File: config.mk
export PLATFORM = sky130hd
export DESIGN_NAME = hdmi_gearbox
export DESIGN_NICKNAME = d
export VERILOG_FILES = /design/src/rtl/hdmi_gearbox.sv
export SDC_FILE = /design/constraint.sdc
export NUM_CORES = 1
export LEC_CHECK = 0
export BUFFER_PORTS_ARGS = -buffer_cell sky130_fd_sc_hd__buf_2
export CORE_MARGIN = 3
export CORE_UTILIZATION = 50
export CTS_CLUSTER_DIAMETER = 120
export DETAILED_ROUTE_END_ITERATION = 6
export HOLD_SLACK_MARGIN = 0.05
export PLACE_DENSITY = 0.71
export SYNTH_ARGS = -nofsm -noshare
export SYNTH_HDL_FRONTEND = slang
export SYNTH_SLANG_ARGS = --single-unit
File: constraint.sdc
create_clock -name gclk -period 2.3 [get_ports gclk]
set_clock_uncertainty 0.1 [all_clocks]
set_input_delay 0.46 -clock gclk [delete_from_list [all_inputs] [get_ports gclk]]
set_output_delay 0.46 -clock gclk [all_outputs]
set_load 0.03 [all_outputs]
File: src/rtl/hdmi_gearbox.sv
// hdmi_gearbox
// -------------
// This block converts full encoded words into fixed-width slices. It feeds the
// per-lane serializers one OUT_WIDTH slice per channel on every gclk, with no gaps.
// Words arrive through a valid/ready handshake and wait in a small FIFO that
// holds one entry per accepted beat, covering all channels. At each word
// boundary the block loads the next word from one of three sources, in this order:
//   1. TRAIN_WORD, while train is high.
//   2. The FIFO head, if the FIFO holds a word.
//   3. IDLE_WORD otherwise. This case also sets the sticky underflow flag.
//
// Ports
//   gclk        slice-rate clock
//   rst_n       asynchronous active-low reset
//   in_data     CHANNELS*IN_WIDTH input word, channel c at [c*IN_WIDTH +: IN_WIDTH]
//   in_valid    in_data valid
//   in_ready    FIFO not full (combinational)
//   train       force TRAIN_WORD at word boundaries, FIFO left untouched
//   clr_err     clear the underflow flag
//   out_d       registered slices, channel c at [c*OUT_WIDTH +: OUT_WIDTH]
//   out_start   high while out_d carries slice 0 of a word
//   underflow   sticky idle-insertion flag
//   fifo_level  current FIFO occupancy
module hdmi_gearbox #(
  parameter int                  CHANNELS   = 3,
  parameter int                  IN_WIDTH   = 10,
  parameter int                  OUT_WIDTH  = 5,
  parameter int                  DEPTH      = 4,
  parameter logic [IN_WIDTH-1:0] IDLE_WORD  = 10'h354,
  parameter logic [IN_WIDTH-1:0] TRAIN_WORD = 10'h0AB
) (
  input  logic                            gclk,
  input  logic                            rst_n,
  input  logic [CHANNELS*IN_WIDTH-1:0]    in_data,
  input  logic                            in_valid,
  output logic                            in_ready,
  input  logic                            train,
  input  logic                            clr_err,
  output logic [CHANNELS*OUT_WIDTH-1:0]   out_d,
  output logic                            out_start,
  output logic                            underflow,
  output logic [$clog2(DEPTH+1)-1:0]      fifo_level
);

  localparam int RATIO = IN_WIDTH / OUT_WIDTH;
  localparam int PW    = (RATIO > 1) ? $clog2(RATIO) : 1;
  localparam int AW    = (DEPTH > 1) ? $clog2(DEPTH) : 1;
  localparam int LW    = $clog2(DEPTH + 1);
  localparam int WW    = CHANNELS * IN_WIDTH;
  localparam int SW    = CHANNELS * OUT_WIDTH;

  localparam logic [PW-1:0] LAST_PHASE = PW'(RATIO - 1);
  localparam logic [LW-1:0] FULL_LEVEL = LW'(DEPTH);
  localparam logic [WW-1:0] IDLE_ALL   = {CHANNELS{IDLE_WORD}};
  localparam logic [WW-1:0] TRAIN_ALL  = {CHANNELS{TRAIN_WORD}};

  typedef enum logic [1:0] {
    SRC_TRAIN,
    SRC_FIFO,
    SRC_IDLE
  } src_e;

  // State
  logic [WW-1:0] mem_q [DEPTH];
  logic [AW-1:0] wr_ptr_q, wr_ptr_d;
  logic [AW-1:0] rd_ptr_q, rd_ptr_d;
  logic [LW-1:0] level_q, level_d;
  logic [PW-1:0] phase_q, phase_d;
  logic [WW-1:0] cur_word_q, cur_word_d;
  logic          fresh_q;
  logic [SW-1:0] out_d_q, out_d_d;
  logic          out_start_q, out_start_d;
  logic          underflow_q, underflow_d;

  // Combinational helpers
  logic          push;
  logic          pop;
  logic          load;
  src_e          src;
  logic [WW-1:0] next_word;
  logic [WW-1:0] emit_word;
  logic [OUT_WIDTH-1:0] slices [CHANNELS][RATIO];

  assign in_ready   = (level_q != FULL_LEVEL);
  assign out_d      = out_d_q;
  assign out_start  = out_start_q;
  assign underflow  = underflow_q;
  assign fifo_level = level_q;

  // The first edge after reset has no load boundary ahead of it. If train is
  // already high at that edge, the training word replaces the reset idle word
  // right away, so the first slice 0 on the wire is already a training slice.
  assign emit_word = (fresh_q && train) ? TRAIN_ALL : cur_word_q;

  // View the emitted word as [channel][slice] so the phase counter can pick
  // a slice with a plain array index.
  for (genvar c = 0; c < CHANNELS; c++) begin : g_ch
    for (genvar k = 0; k < RATIO; k++) begin : g_sl
      assign slices[c][k] = emit_word[c*IN_WIDTH + k*OUT_WIDTH +: OUT_WIDTH];
    end
  end

  // NOTE: every signal written here gets a default assignment first. A path that
  // leaves a signal unassigned would otherwise infer a latch.
  always_comb begin
    push        = in_valid & in_ready;
    load        = (phase_q == LAST_PHASE);
    src         = SRC_IDLE;
    next_word   = IDLE_ALL;
    pop         = 1'b0;
    out_d_d     = '0;
    out_start_d = (phase_q == '0);
    phase_d     = phase_q + PW'(1);
    cur_word_d  = emit_word;
    wr_ptr_d    = wr_ptr_q;
    rd_ptr_d    = rd_ptr_q;
    level_d     = level_q;
    underflow_d = clr_err ? 1'b0 : underflow_q;

    // Pick the source from the pre-edge level. A word pushed on this same edge
    // is therefore not eligible until the next boundary.
    if (train)              src = SRC_TRAIN;
    else if (level_q != '0) src = SRC_FIFO;
    else                    src = SRC_IDLE;

    case (src)
      SRC_TRAIN: next_word = TRAIN_ALL;
      SRC_FIFO:  next_word = mem_q[rd_ptr_q];
      default:   next_word = IDLE_ALL;
    endcase

    for (int c = 0; c < CHANNELS; c++) begin
      out_d_d[c*OUT_WIDTH +: OUT_WIDTH] = slices[c][phase_q];
    end

    if (load) begin
      phase_d    = '0;
      cur_word_d = next_word;
      pop        = (src == SRC_FIFO);
      // If clr_err arrives on the same edge as an idle insertion, the set wins.
      if (src == SRC_IDLE) underflow_d = 1'b1;
    end

    if (push) wr_ptr_d = wr_ptr_q + AW'(1);
    if (pop)  rd_ptr_d = rd_ptr_q + AW'(1);

    case ({push, pop})
      2'b10:   level_d = level_q + LW'(1);
      2'b01:   level_d = level_q - LW'(1);
      default: level_d = level_q;
    endcase
  end

  // NOTE: sequential state uses non-blocking assignments. Every register then
  // samples the pre-edge values, whatever order the blocks run in.
  always_ff @(posedge gclk or negedge rst_n) begin
    if (!rst_n) begin
      wr_ptr_q    <= '0;
      rd_ptr_q    <= '0;
      level_q     <= '0;
      phase_q     <= '0;
      cur_word_q  <= IDLE_ALL;
      fresh_q     <= 1'b1;
      out_d_q     <= '0;
      out_start_q <= 1'b0;
      underflow_q <= 1'b0;
    end else begin
      wr_ptr_q    <= wr_ptr_d;
      rd_ptr_q    <= rd_ptr_d;
      level_q     <= level_d;
      phase_q     <= phase_d;
      cur_word_q  <= cur_word_d;
      fresh_q     <= 1'b0;
      out_d_q     <= out_d_d;
      out_start_q <= out_start_d;
      underflow_q <= underflow_d;
    end
  end

  // NOTE: the FIFO storage has no reset. The level and the pointers alone decide
  // which entries are valid, so stale contents are never read.
  always_ff @(posedge gclk) begin
    if (push) mem_q[wr_ptr_q] <= in_data;
  end

endmodule

# After elaboration in Yosys (flattened, before gate mapping)
# Memory sizes are Yosys's and may differ from the RTL's.
# Cells that the tools add are included.
# op_classes
addsub	5
n_mul	0
n_div	0
order_cmp	1
n_eq_ne	5
shift	0
mux	22
bitwise	3
reduce_logical	4
# op_table
cell	count
$mux 30	2
$pmux 30 s2	1
$mux 5	9
$mux 1	7
$pmux 3 s2	1
$add 2x1->2 const B	2
$eq 2x1->1 const B	2
$eq 2x2->1 const B	2
$mux 2	2
$add 3x1->3 const B	1
$ne 3x3->1 const B	1
$reduce_bool 3->1	1
$sub 3x1->3 const B	1
$ge 2x2->1 const B	1
$logic_not 2->1	1
$not 1->2	1
$reduce_bool 2->1	1
$add 1x1->1 const B	1
$and 1x1->1	1
$logic_and 1x1->1	1
$not 1->1	1
# word_totals
register_bits	56
latch_bits	0
mem_bits_rw	120
romBits	0
inputBits	35
output_inout_bits	21
wordCells	50
n_memories	1
# mem_list
name	depth	word_bits	read_ports	rd_clocked_by_memory_dff	write_ports	line_no	source
mem_q	4	30	1	0	1	64	logic [WW-1:0] mem_q [DEPTH];

# Depth between registers and ports, before layout
# depth
depth_word	7
ltp_mapped	9
depth_no_buf	9

# Worst setup path before layout
# No wires, ideal clock.
# synth_path
path_kind	register -> register
start	reg level_q[2] (netlist: fifo_level[2])
end	reg level_q[2] (netlist: fifo_level[2])
setup_time_ns	0.081
t_arrival_ns	2.250
setup_slack_ns	-0.131
path_stages_with_launch	10
path_buffers	0
synth_period_minus_slack_ns	2.431
cell_sequence	dfrtp_1 -> or3b_4 -> and2_4 -> inv_1 -> ha_1 -> inv_1 -> fa_1 -> xor2_1 -> nor2_1 -> xor2_1
# synth_via
elab_cells_between_ends	13
classes_between	add/sub (2); eq/ne (4); mux (4); bitwise (1); reduce/logical (2)
# synth_lines
item	line_no	source
from (decl)	67	logic [LW-1:0] level_q, level_d;
from (signal assigned)	170	level_q <= level_d;
$ne 3x3->1 *	84	assign in_ready = (level_q != FULL_LEVEL);
named net in_ready	36	output logic in_ready,
$and 1x1->1 *	106	push = in_valid & in_ready;
$eq 2x1->1 or $eq 2x2->1 (tied branches)	147	case ({push, pop})
$pmux 3 s2 or $reduce_bool 2->1 (tied branches)	-	
# The timed path passes the listed nets; every way through them passes the cells marked *.
# A chain may end at the register's enable or synchronous reset.

# Worst setup path in the final report
# layout_path
start	reg level_q[1] (netlist: fifo_level[1])
end	reg level_q[2] (netlist: fifo_level[2])
# layout_via
elab_chain_len	7
elab_cells_between_ends	13
classes_between	add/sub (2); eq/ne (4); mux (4); bitwise (1); reduce/logical (2)
# layout_lines
item	line_no	source
$reduce_bool 3->1	123	else if (level_q != '0) src = SRC_FIFO;
$mux 2	123	
$mux 2	122	if (train) src = SRC_TRAIN;
$eq 2x1->1	139	pop = (src == SRC_FIFO);
$mux 1	136	if (load) begin
$eq 2x1->1 or $eq 2x2->1 (tied branches)	147	
$pmux 3 s2 or $reduce_bool 2->1 (tied branches)	-	
# Several ways; a longest one is shown, not always the timed one.

==> impl_metrics.env <==
export IMPL_root_buffer="clkbuf_16"
export IMPL_drt_iter0_markers=220
export IMPL_syn_avg_cell_area_sq_um=17.4
export IMPL_nets=493
export IMPL_yosys_area_top_type_share=0.541
export IMPL_cp_num_buf_inv=2
export IMPL_num_rows=41
export IMPL_grt_pass1_wl_microns=19400
export IMPL_p_leak_nw=2.97
export IMPL_portBuffers=55
export IMPL_drv_slew=0
export IMPL_diodes=0
export IMPL_synth_edf_count=120
export IMPL_cts_tree="done"
export IMPL_vias_per_cell=5.49
export IMPL_synth_area_sq_um=6670
export IMPL_io_pins=56
export IMPL_rsz0062_at_grt="false"
export IMPL_drtAntennaViolNets=0
export IMPL_areaGrowthSynthToFinish_pct=17.9
export IMPL_grt_max_degree=32
export IMPL_cp_slowest_cell="dfrtp_2"
export IMPL_p_switching_w=0.00286
export IMPL_peakVddDrop_mv=0.550
export IMPL_worstSetupPathDepth=9
export IMPL_endpoint="fifo_level[2]"
export IMPL_yosys_top_cells_area="edfxtp_1 54%, dfrtp_1 15%, mux4_2 10%, dfstp_2 6.3%, nand2_1 2.3%"
export IMPL_num_vias=3496
export IMPL_die_w_microns=121
export IMPL_status="finished clean"
export IMPL_worstSkewPairLatency_ns=0.42
export IMPL_hp_class="in2reg"
export IMPL_layout_drive_gt1_share=0.346
export IMPL_drc=0
export IMPL_yosysTopAreaCell="edfxtp_1"
export IMPL_antenna_found_initial=0
export IMPL_initial_core_util=0.520
export IMPL_seqCellArea_sq_um=5000
export IMPL_coreArea_sq_um=12800
export IMPL_combPwrFrac=0.267
export IMPL_yosysWarnings=0
export IMPL_fmax_mhz=455
export IMPL_grt_pass1_vias=3626
export IMPL_crit_chain="or3b_4 > and2_4 > inv_2 > ha_4 > inv_2 > fa_2 > xor2_1 > nor2_1 > xor2_1"
export IMPL_routedWlPerCell_microns=19.1
export IMPL_async_flop_share=0.314
export IMPL_die_height_microns=121
export IMPL_hold_violations=0
export IMPL_layout_min_cycle_time_ns=2.20
export IMPL_gp_congestion=0.776
export IMPL_track_usage=0.180
export IMPL_synthFlopType="edfxtp_1"
export IMPL_critPathCaptureType="flop"
export IMPL_post_cts_buffers=0
export IMPL_synth_cell_type_count=34
export IMPL_worst_slew_pin_slew_ns=0.648
export IMPL_regToRegEndpoint="fifo_level[2]"
export IMPL_clkTransAtPathRegs_ns=0.06
export IMPL_dp_hpwl_microns=7650
export IMPL_drt_total_wl_microns=12200
export IMPL_htree_levels=4
export IMPL_power_w=0.00997
export IMPL_ys_seq_area_frac=0.750
export IMPL_required_ns=2.54
export IMPL_crit_start="fifo_level[1]"
export IMPL_cellPowerDensity_nw_per_um2=1270
export IMPL_syn_inst=382
export IMPL_setup_viol=0
export IMPL_fin_crit_sh=0.955
export IMPL_max_stage_delay_ns=0.43
export IMPL_crit_fanout=6
export IMPL_grt_ovfl_total=0
export IMPL_n_fill_cell=943
export IMPL_cts_resized=0
export IMPL_dp_cells=604
export IMPL_worst_setup_path_start_kind="flop"
export IMPL_seqPwrFrac=0.458
export IMPL_reg2reg_slack_ns=0.10
export IMPL_crit_family="simple AND/OR/NAND/NOR gates"
export IMPL_synth_net_count=423
export IMPL_arrival_ns=2.43
export IMPL_die_area_sq_um=14800
export IMPL_fin_hold_ws_ns=0.134
export IMPL_ctsLongestPathBuffers=2
export IMPL_stdcell_count=637
export IMPL_r2r_cells=9
export IMPL_clockPowerShare=0.275
export IMPL_cell_internal_pwr_w=0.00710
export IMPL_cap_violations=0
export IMPL_switching_share=0.287
export IMPL_r2r_start="fifo_level[1]"
export IMPL_cts_sinks=175
export IMPL_tns_ns=0
export IMPL_postCtsHoldBufs=1
export IMPL_multi_input_area_sq_um=1520
export IMPL_slew_headroom=0.568
export IMPL_critPathKind="reg2reg"
export IMPL_ys_ff_latch=175
export IMPL_drtPass1Iterations=4
export IMPL_cts_made_buffers=17
[registers in the layout, indices dropped and copies added (netlist names)]
name        flops
fresh_q         1
mem_q         120
wr_ptr_q        2
fifo_level      3
underflow       1
out_d          15
rd_ptr_q        2
out_start       1
cur_word_q     30
[per-stage QoR]
stage	instance area [sq um]	utilization	setup WS, ns
after CTS	7860	0.613	0.106
after detailed placement	7270	0.567	0.123
final	7860	0.613	0.104
after global routing	7860	0.613	0.00453
after floorplan	6690	-	0.00154
after global placement	7270	0.567	0.161
[Yosys cell counts (all sizes together) (5+ instances only)]
cell / n
nor2: 6
o211ai: 12
nand3: 23
inv: 16
buf: 10
mux4: 30
a21oi: 7
clkbuf: 9
dfstp: 16
o21ai: 16
a31oi: 6
dfrtp: 39
ha: 5
nand2: 40
edfxtp: 120
[layout by cell type (no fill, tap or decap), types with 14 or more instances in the layout]
master / count
nand2_1: 40
inv_1: 14
nand3_1: 23
dfstp_2: 16
o21ai_0: 15
edfxtp_1: 120
mux4_2: 30
dfrtp_1: 35
clkbuf_16: 17
buf_2: 55
[power groups by stage]
stage	registers [W]	clock network (W)	logic [W]
floorplan	0.00474	0	0.00168
global placement	0.00460	0	0.00266
detailed placement	0.00464	0	0.00270
CTS	0.00458	0.00279	0.00271
global route	0.00464	0.00293	0.00289
finish	0.00457	0.00274	0.00266
[per-layer routing]
layer / global-route usage / vias up / share of wire
li1: - / 1590 / -
met1: 0.243 / 1798 / 0.43
met2: 0.274 / 89 / 0.50
met3: 0.0485 / 19 / 0.048
met4: 0.0854 / 0 / 0.023
met5: 0 / - / 0
[worst min-delay path by stage]
stage	from	endpoint	slack, ns	depth (start not counted)
3_5_place_dp	cur_word_q[17]	cur_word_q[17]	0.39	2
4_1_cts	clr_err	underflow	0.12	2
3_3_place_gp	cur_word_q[0]	cur_word_q[0]	0.38	2
6_report	clr_err	underflow	0.13	2
5_1_grt	clr_err	underflow	0.12	2
2_1_floorplan	rst_n	cur_word_q[0]	0.06	0
[logic make-up (layout without fill, tap and decap cells)]
logic type | Yosys count | after routing | synth area share
flops | 175 | 175 | 0.750
simple gates | 80 | 80 | 0.0554
compound gates | 43 | 43 | 0.0396
buf+inv | 36 | 119 | 0.0244
mux | 35 | 35 | 0.110
fa+ha+maj | 6 | 6 | 0.0124
xor+xnor | 6 | 6 | 0.00788
other cells | 1 | 1 | 0.000563
[final cells by class]
cell class / instances / area share
clock inverter: 11 / 0.0146
sequential: 175 / 0.637
timing repair buffer: 70 / 0.0608
multi-input combinational: 171 / 0.194
clock buffer: 21 / 0.0586
inverter: 17 / 0.00812
tap: 172 / 0.0274
No activity file was read; power rests on OpenSTA's default activity.
